==> config.mk <==
export PLATFORM = sky130hd
export DESIGN_NAME = serial_adder
export DESIGN_NICKNAME = d
export VERILOG_FILES = /design/src/rtl/serial_adder.sv
export SDC_FILE = /design/constraint.sdc
export NUM_CORES = 1
export LEC_CHECK = 0
export CAP_MARGIN = 10
export CORE_MARGIN = 4
export CORE_UTILIZATION = 45
export CTS_CLUSTER_SIZE = 12
export DETAILED_ROUTE_END_ITERATION = 7
export DONT_BUFFER_PORTS = 1
export GPL_TIMING_DRIVEN = 1
export PLACE_DENSITY = 0.7
export SKIP_CTS_REPAIR_TIMING = 1
export SLEW_MARGIN = 10
export SYNTH_ARGS = -nofsm -noshare
export SYNTH_HDL_FRONTEND = slang
export SYNTH_SLANG_ARGS = --single-unit
export TNS_END_PERCENT = 5
==> constraint.sdc <==
create_clock -name clk -period 1.75 [get_ports clk]
set_input_delay 0.175 -clock clk [delete_from_list [all_inputs] [get_ports clk]]
set_output_delay 0.175 -clock clk [all_outputs]
set_load 0.01 [all_outputs]
==> src/rtl/serial_adder.sv <==
// Bit-serial adder: one full-adder stage with a registered carry, one bit per clock, LSB first.
// Optional subtract mode is enabled by defining SERIAL_ADDER_SUB_EN (adds the 'sub' input).
module serial_adder #(
  parameter int WIDTH = 8
) (
  input  logic             clk,
  input  logic             rst_n,
  input  logic             in_valid,
  output logic             in_ready,
  input  logic [WIDTH-1:0] a,
  input  logic [WIDTH-1:0] b,
  input  logic             carry_in,
`ifdef SERIAL_ADDER_SUB_EN
  input  logic             sub,
`endif
  output logic             out_valid,
  input  logic             out_ready,
  output logic [WIDTH-1:0] sum,
  output logic             carry_out,
  output logic             busy
);

  localparam int CW = (WIDTH > 1) ? $clog2(WIDTH) : 1;

  typedef enum logic [1:0] {IDLE, SHIFT, DONE} state_e;

  state_e           state_q;
  logic [WIDTH-1:0] a_sr_q, b_sr_q, acc_q, sum_q;
  logic [WIDTH-1:0] acc_d, b_load;
  logic [CW-1:0]    cnt_q;
  logic             c_q, cout_q, c_next, s_bit, c_load;
  logic             in_ready_q, out_valid_q, busy_q;

  always_comb begin
    s_bit  = a_sr_q[0] ^ b_sr_q[0] ^ c_q;
    c_next = (a_sr_q[0] & b_sr_q[0]) | (c_q & (a_sr_q[0] ^ b_sr_q[0]));
    // New sum bit enters at the MSB so after WIDTH shifts bit i lines up with operand bit i.
    acc_d  = (acc_q >> 1) | (WIDTH'(s_bit) << (WIDTH - 1));
`ifdef SERIAL_ADDER_SUB_EN
    b_load = sub ? ~b : b;
    c_load = sub ? 1'b1 : carry_in;
`else
    b_load = b;
    c_load = carry_in;
`endif
  end

  // acc_q is the working shift register; sum_q only updates on entry to DONE so the
  // visible result holds through IDLE and SHIFT.
  always_ff @(posedge clk or negedge rst_n) begin
    if (!rst_n) begin
      state_q     <= IDLE;
      a_sr_q      <= '0;
      b_sr_q      <= '0;
      acc_q       <= '0;
      sum_q       <= '0;
      cnt_q       <= '0;
      c_q         <= 1'b0;
      cout_q      <= 1'b0;
      in_ready_q  <= 1'b1;
      out_valid_q <= 1'b0;
      busy_q      <= 1'b0;
    end else begin
      case (state_q)
        IDLE: begin
          if (in_valid && in_ready_q) begin
            a_sr_q     <= a;
            b_sr_q     <= b_load;
            c_q        <= c_load;
            cnt_q      <= '0;
            state_q    <= SHIFT;
            in_ready_q <= 1'b0;
            busy_q     <= 1'b1;
          end
        end
        SHIFT: begin
          a_sr_q <= a_sr_q >> 1;
          b_sr_q <= b_sr_q >> 1;
          acc_q  <= acc_d;
          c_q    <= c_next;
          cnt_q  <= cnt_q + CW'(1);
          if (cnt_q == CW'(WIDTH - 1)) begin
            state_q     <= DONE;
            sum_q       <= acc_d;
            cout_q      <= c_next;
            busy_q      <= 1'b0;
            out_valid_q <= 1'b1;
          end
        end
        DONE: begin
          if (out_ready) begin
            state_q     <= IDLE;
            out_valid_q <= 1'b0;
            in_ready_q  <= 1'b1;
          end
        end
        default: begin
          state_q     <= IDLE;
          in_ready_q  <= 1'b1;
          out_valid_q <= 1'b0;
          busy_q      <= 1'b0;
        end
      endcase
    end
  end

  assign in_ready  = in_ready_q;
  assign out_valid = out_valid_q;
  assign busy      = busy_q;
  assign sum       = sum_q;
  assign carry_out = cout_q;

endmodule

==> flow_summary.yaml <==
run_status:
  outcome: "complete, no violations"
setup_path:
  reg2reg_from: "cnt_q[0]$_DFFE_PN0P_"
  cp.required_ns: 1.92
  biggest_fanout_along_the_worst_timing_path: 10
  startpoint_type: "register"
  critical-path-max-stage-delay_ns: 0.39
  critical_path.startpoint: "cnt_q[0]$_DFFE_PN0P_"
  critical_path_arrival_ns: 1.64
  crit_type: "reg2reg"
  worst_path_dominant_cell_family: "adder cells"
  end_kind: "register"
  crit_slowest_cell: "sky130_fd_sc_hd__dfrtp_1"
  critical_path.n_buffers_inverters: 0
  crit_path_frequent_cell: "sky130_fd_sc_hd__ha_1"
  worst-r2r-setup-slack_ns: 0.28
  setup.worst_path.end: "sum[2]$_DFFE_PN0P_"
  cp_cell_sequence: "ha_1, ha_1, nand2_8, mux2_4"
  crit-reg2reg-capture: "sum[2]$_DFFE_PN0P_"
  reg2reg_depth: 4
  cp.depth: 4
sta:
  setup-violations-final: 0
  timing.slew.headroom_pct: 80.77
  unrepaired_setup_endpoints_after_global_routing: "false"
  hold_violations: 0
  timing_max_transition_violations_final: 0
  finalClockSkew_ns: 0.004341
  min_period_over_period_pct: 83.72
  max_slew.worst_pin.slew_ns: 0.2884
  min_period_ns: 1.465
  maxClockFrequency_mhz: 682.6
  final.setup.tns_ns: 0
  hold_slack_ns: 0.06763
yosys:
  synth-main-ff-cell: "sky130_fd_sc_hd__dfrtp_1"
  synthDominantCellAreaShare_pct: 53.16
  netlist_top_cells_count: "sky130_fd_sc_hd__dfrtp_1, sky130_fd_sc_hd__o21ai_0, sky130_fd_sc_hd__mux2i_1, sky130_fd_sc_hd__o21ai_1, sky130_fd_sc_hd__mux2_4"
  syn_avg_cell_area_sq_um: 13.17
  post-synth-top-count-cell: "sky130_fd_sc_hd__dfrtp_1"
  synth.distinct_cells: 27
  yosys.area.top_type: "sky130_fd_sc_hd__dfrtp_1"
  yosysWarnings: 0
  count_of_flip_flops_with_a_built_in_enable_after_synthesis: 0
  synth_fp_nets: 167
  seq_total_area_yosys_pct: 54.55
  flops_latches_synth: 41
  post_synth_inst_count: 143
  synth.area.top_cells: "sky130_fd_sc_hd__dfrtp_1, sky130_fd_sc_hd__mux2_4, sky130_fd_sc_hd__mux2i_1"
  ys_async_sr_fraction_pct: 100.0
  netlist_area_sq_um: 1883
die:
  core.rowCount: 23
  num_io_pins: 33
  die-height_microns: 72.69
  die-area_sq_um: 5284
  start_util_pct: 46.74
  die_w_microns: 72.69
  core_area_sq_um: 4029
power_and_ir_drop:
  power_density_nw_per_um2: 1584
  power.leakage_uw: 0.0009194
  vdd.ir_drop.worst_uv: 746.3
grt:
  grt_antenna_before_repair: 0
  globalRoute.totalOverflow: 0
  grt_use_total_pct: 14.29
  first_global_vias: 1205
  grt_start_max_net_pins: 42
  grt_pass1_wl_microns: 5823
detailed_routing:
  vias_per_cell: 5.535
  drt_first_pass_iters: 4
  via_count: 1118
  route.detailed.drc: 0
  detail_route.wl_per_cell_microns: 17.28
  antenna_violating_nets_post_route: 0
  postRouteWirelength_microns: 3491
  detail_route.iter0.violations: 51
run:
  maxCapViolations: 0
cells_and_area:
  drive_above_1_share_pct: 24.34
  postLayoutCellArea_sq_um: 2071
  finish.utilization_pct: 51.40
  diodes: 0
  fin_nets: 175
  areaGrowthSynthToFinish_pct: 9.967
cts:
  maximum_clock_path_buffer_count: 2
  clkTransAtPathRegs_ns: 0.07
  clock_sink_count: 41
  htree_levels: 2
  root_buffer: "sky130_fd_sc_hd__clkbuf_8"
  tritoncts_clock_tree: "done"
  inserted_clock_buffers: 5
  clock_insertion_delay_worst_skew_ns: 0.28
worst_hold_path:
  worst_hold_startpoint: "b[7]"
  worstHoldPathType: "in2reg"
place:
  globalplace.congestion: 0.8027
  hpwlAfterDp_microns: 2438
  dpl-instance-area_sq_um: 1907
  buffer_ports.inserted: 0
[worst register-to-register path, stage by stage (launching register included)]
cell and delay [ns]:
sky130_fd_sc_hd__dfrtp_1 0.39, sky130_fd_sc_hd__ha_1 0.20, sky130_fd_sc_hd__ha_1 0.28, sky130_fd_sc_hd__nand2_8 0.16
sky130_fd_sc_hd__mux2_4 0.32
[state kept, by name, indices dropped and copies added (netlist names)]
signal     count
in_ready       1
state_q        2
acc_q          7
b_sr_q         8
carry_out      1
busy           1
cnt_q          3
c_q            1
out_valid      1
a_sr_q         8
sum            8
[layout make-up]
cell class	instances	area, sq um
Multi-Input combinational cell	91	757.0
Clock inverter	1	30.03
Fill cell	371	1958
Inverter	2	7.507
Sequential cell	41	1027
Clock buffer	7	86.33
Timing Repair Buffer	10	100.1
Tap cell	50	62.56
[metrics by stage]
stage / setup WS (ns) / instances / total power, uW
finish: 0.2849 / 202 / 3280
global route: 0.2184 / 202 / 3529
CTS: 0.2736 / 199 / 3303
detailed placement: 0.2871 / 191 / 2525
global placement: 0.3402 / 191 / 2442
floorplan: 0.3647 / 143 / 2354
[report_power, final]
part | leakage, uW | internal, uW | switching (uW)
Sequential | 0.000508 | 1340 | 283
Clock | 0.0000585 | 465 | 299
Combinational | 0.000353 | 506 | 392
[worst min path at each step]
stage | cells after the start | slack, ns | to
finish | 1 | 0.07 | b_sr_q[7]$_DFFE_PN0P_
global route | 2 | 0.08 | b_sr_q[6]$_DFFE_PN0P_
CTS | 0 | -0.43 | sum[7]$_DFFE_PN0P_
detailed placement | 0 | -0.12 | sum[6]$_DFFE_PN0P_
global placement | 0 | -0.12 | sum[6]$_DFFE_PN0P_
floorplan | 0 | -0.12 | a_sr_q[0]$_DFFE_PN0P_
[kinds of logic (layout without fill, tap and decap cells)]
logic type               after synthesis  after routing  synth area share (%)
adder cells (fa/ha/maj)                3              3                 2.392
AND/OR/NAND/NOR                       13             13                 4.385
flip-flops                            41             41                 54.55
buffers and inverters                 11             20                 5.249
AO/OA/AOI/OAI                         42             42                 12.49
multiplexers                          33             33                 20.93
[routing by layer]
| layer | vias up | track usage, % | part of all wire, % |
|---|---|---|---|
| li1 | 527 | - | - |
| met1 | 560 | 19.43 | 45 |
| met2 | 31 | 22.24 | 49 |
| met3 | 0 | 4.408 | 6.6 |
| met4 | 0 | 3.689 | 0 |
| met5 | - | 0 | 0 |
[layout by cell type (no fill, tap or decap), types with 2 or more instances in the layout]
cell type / n
sky130_fd_sc_hd__dfrtp_1: 40
sky130_fd_sc_hd__o21ai_0: 18
sky130_fd_sc_hd__mux2i_1: 15
sky130_fd_sc_hd__o21ai_1: 15
sky130_fd_sc_hd__mux2_4: 11
sky130_fd_sc_hd__mux2_2: 7
sky130_fd_sc_hd__buf_4: 7
sky130_fd_sc_hd__clkbuf_8: 6
sky130_fd_sc_hd__nor2_1: 5
sky130_fd_sc_hd__nand2_1: 4
sky130_fd_sc_hd__inv_1: 2
sky130_fd_sc_hd__a21oi_1: 2
sky130_fd_sc_hd__a22o_1: 2
sky130_fd_sc_hd__ha_1: 2
sky130_fd_sc_hd__dlygate4sd3_1: 2
No activity file was read; power rests on OpenSTA's default activity.
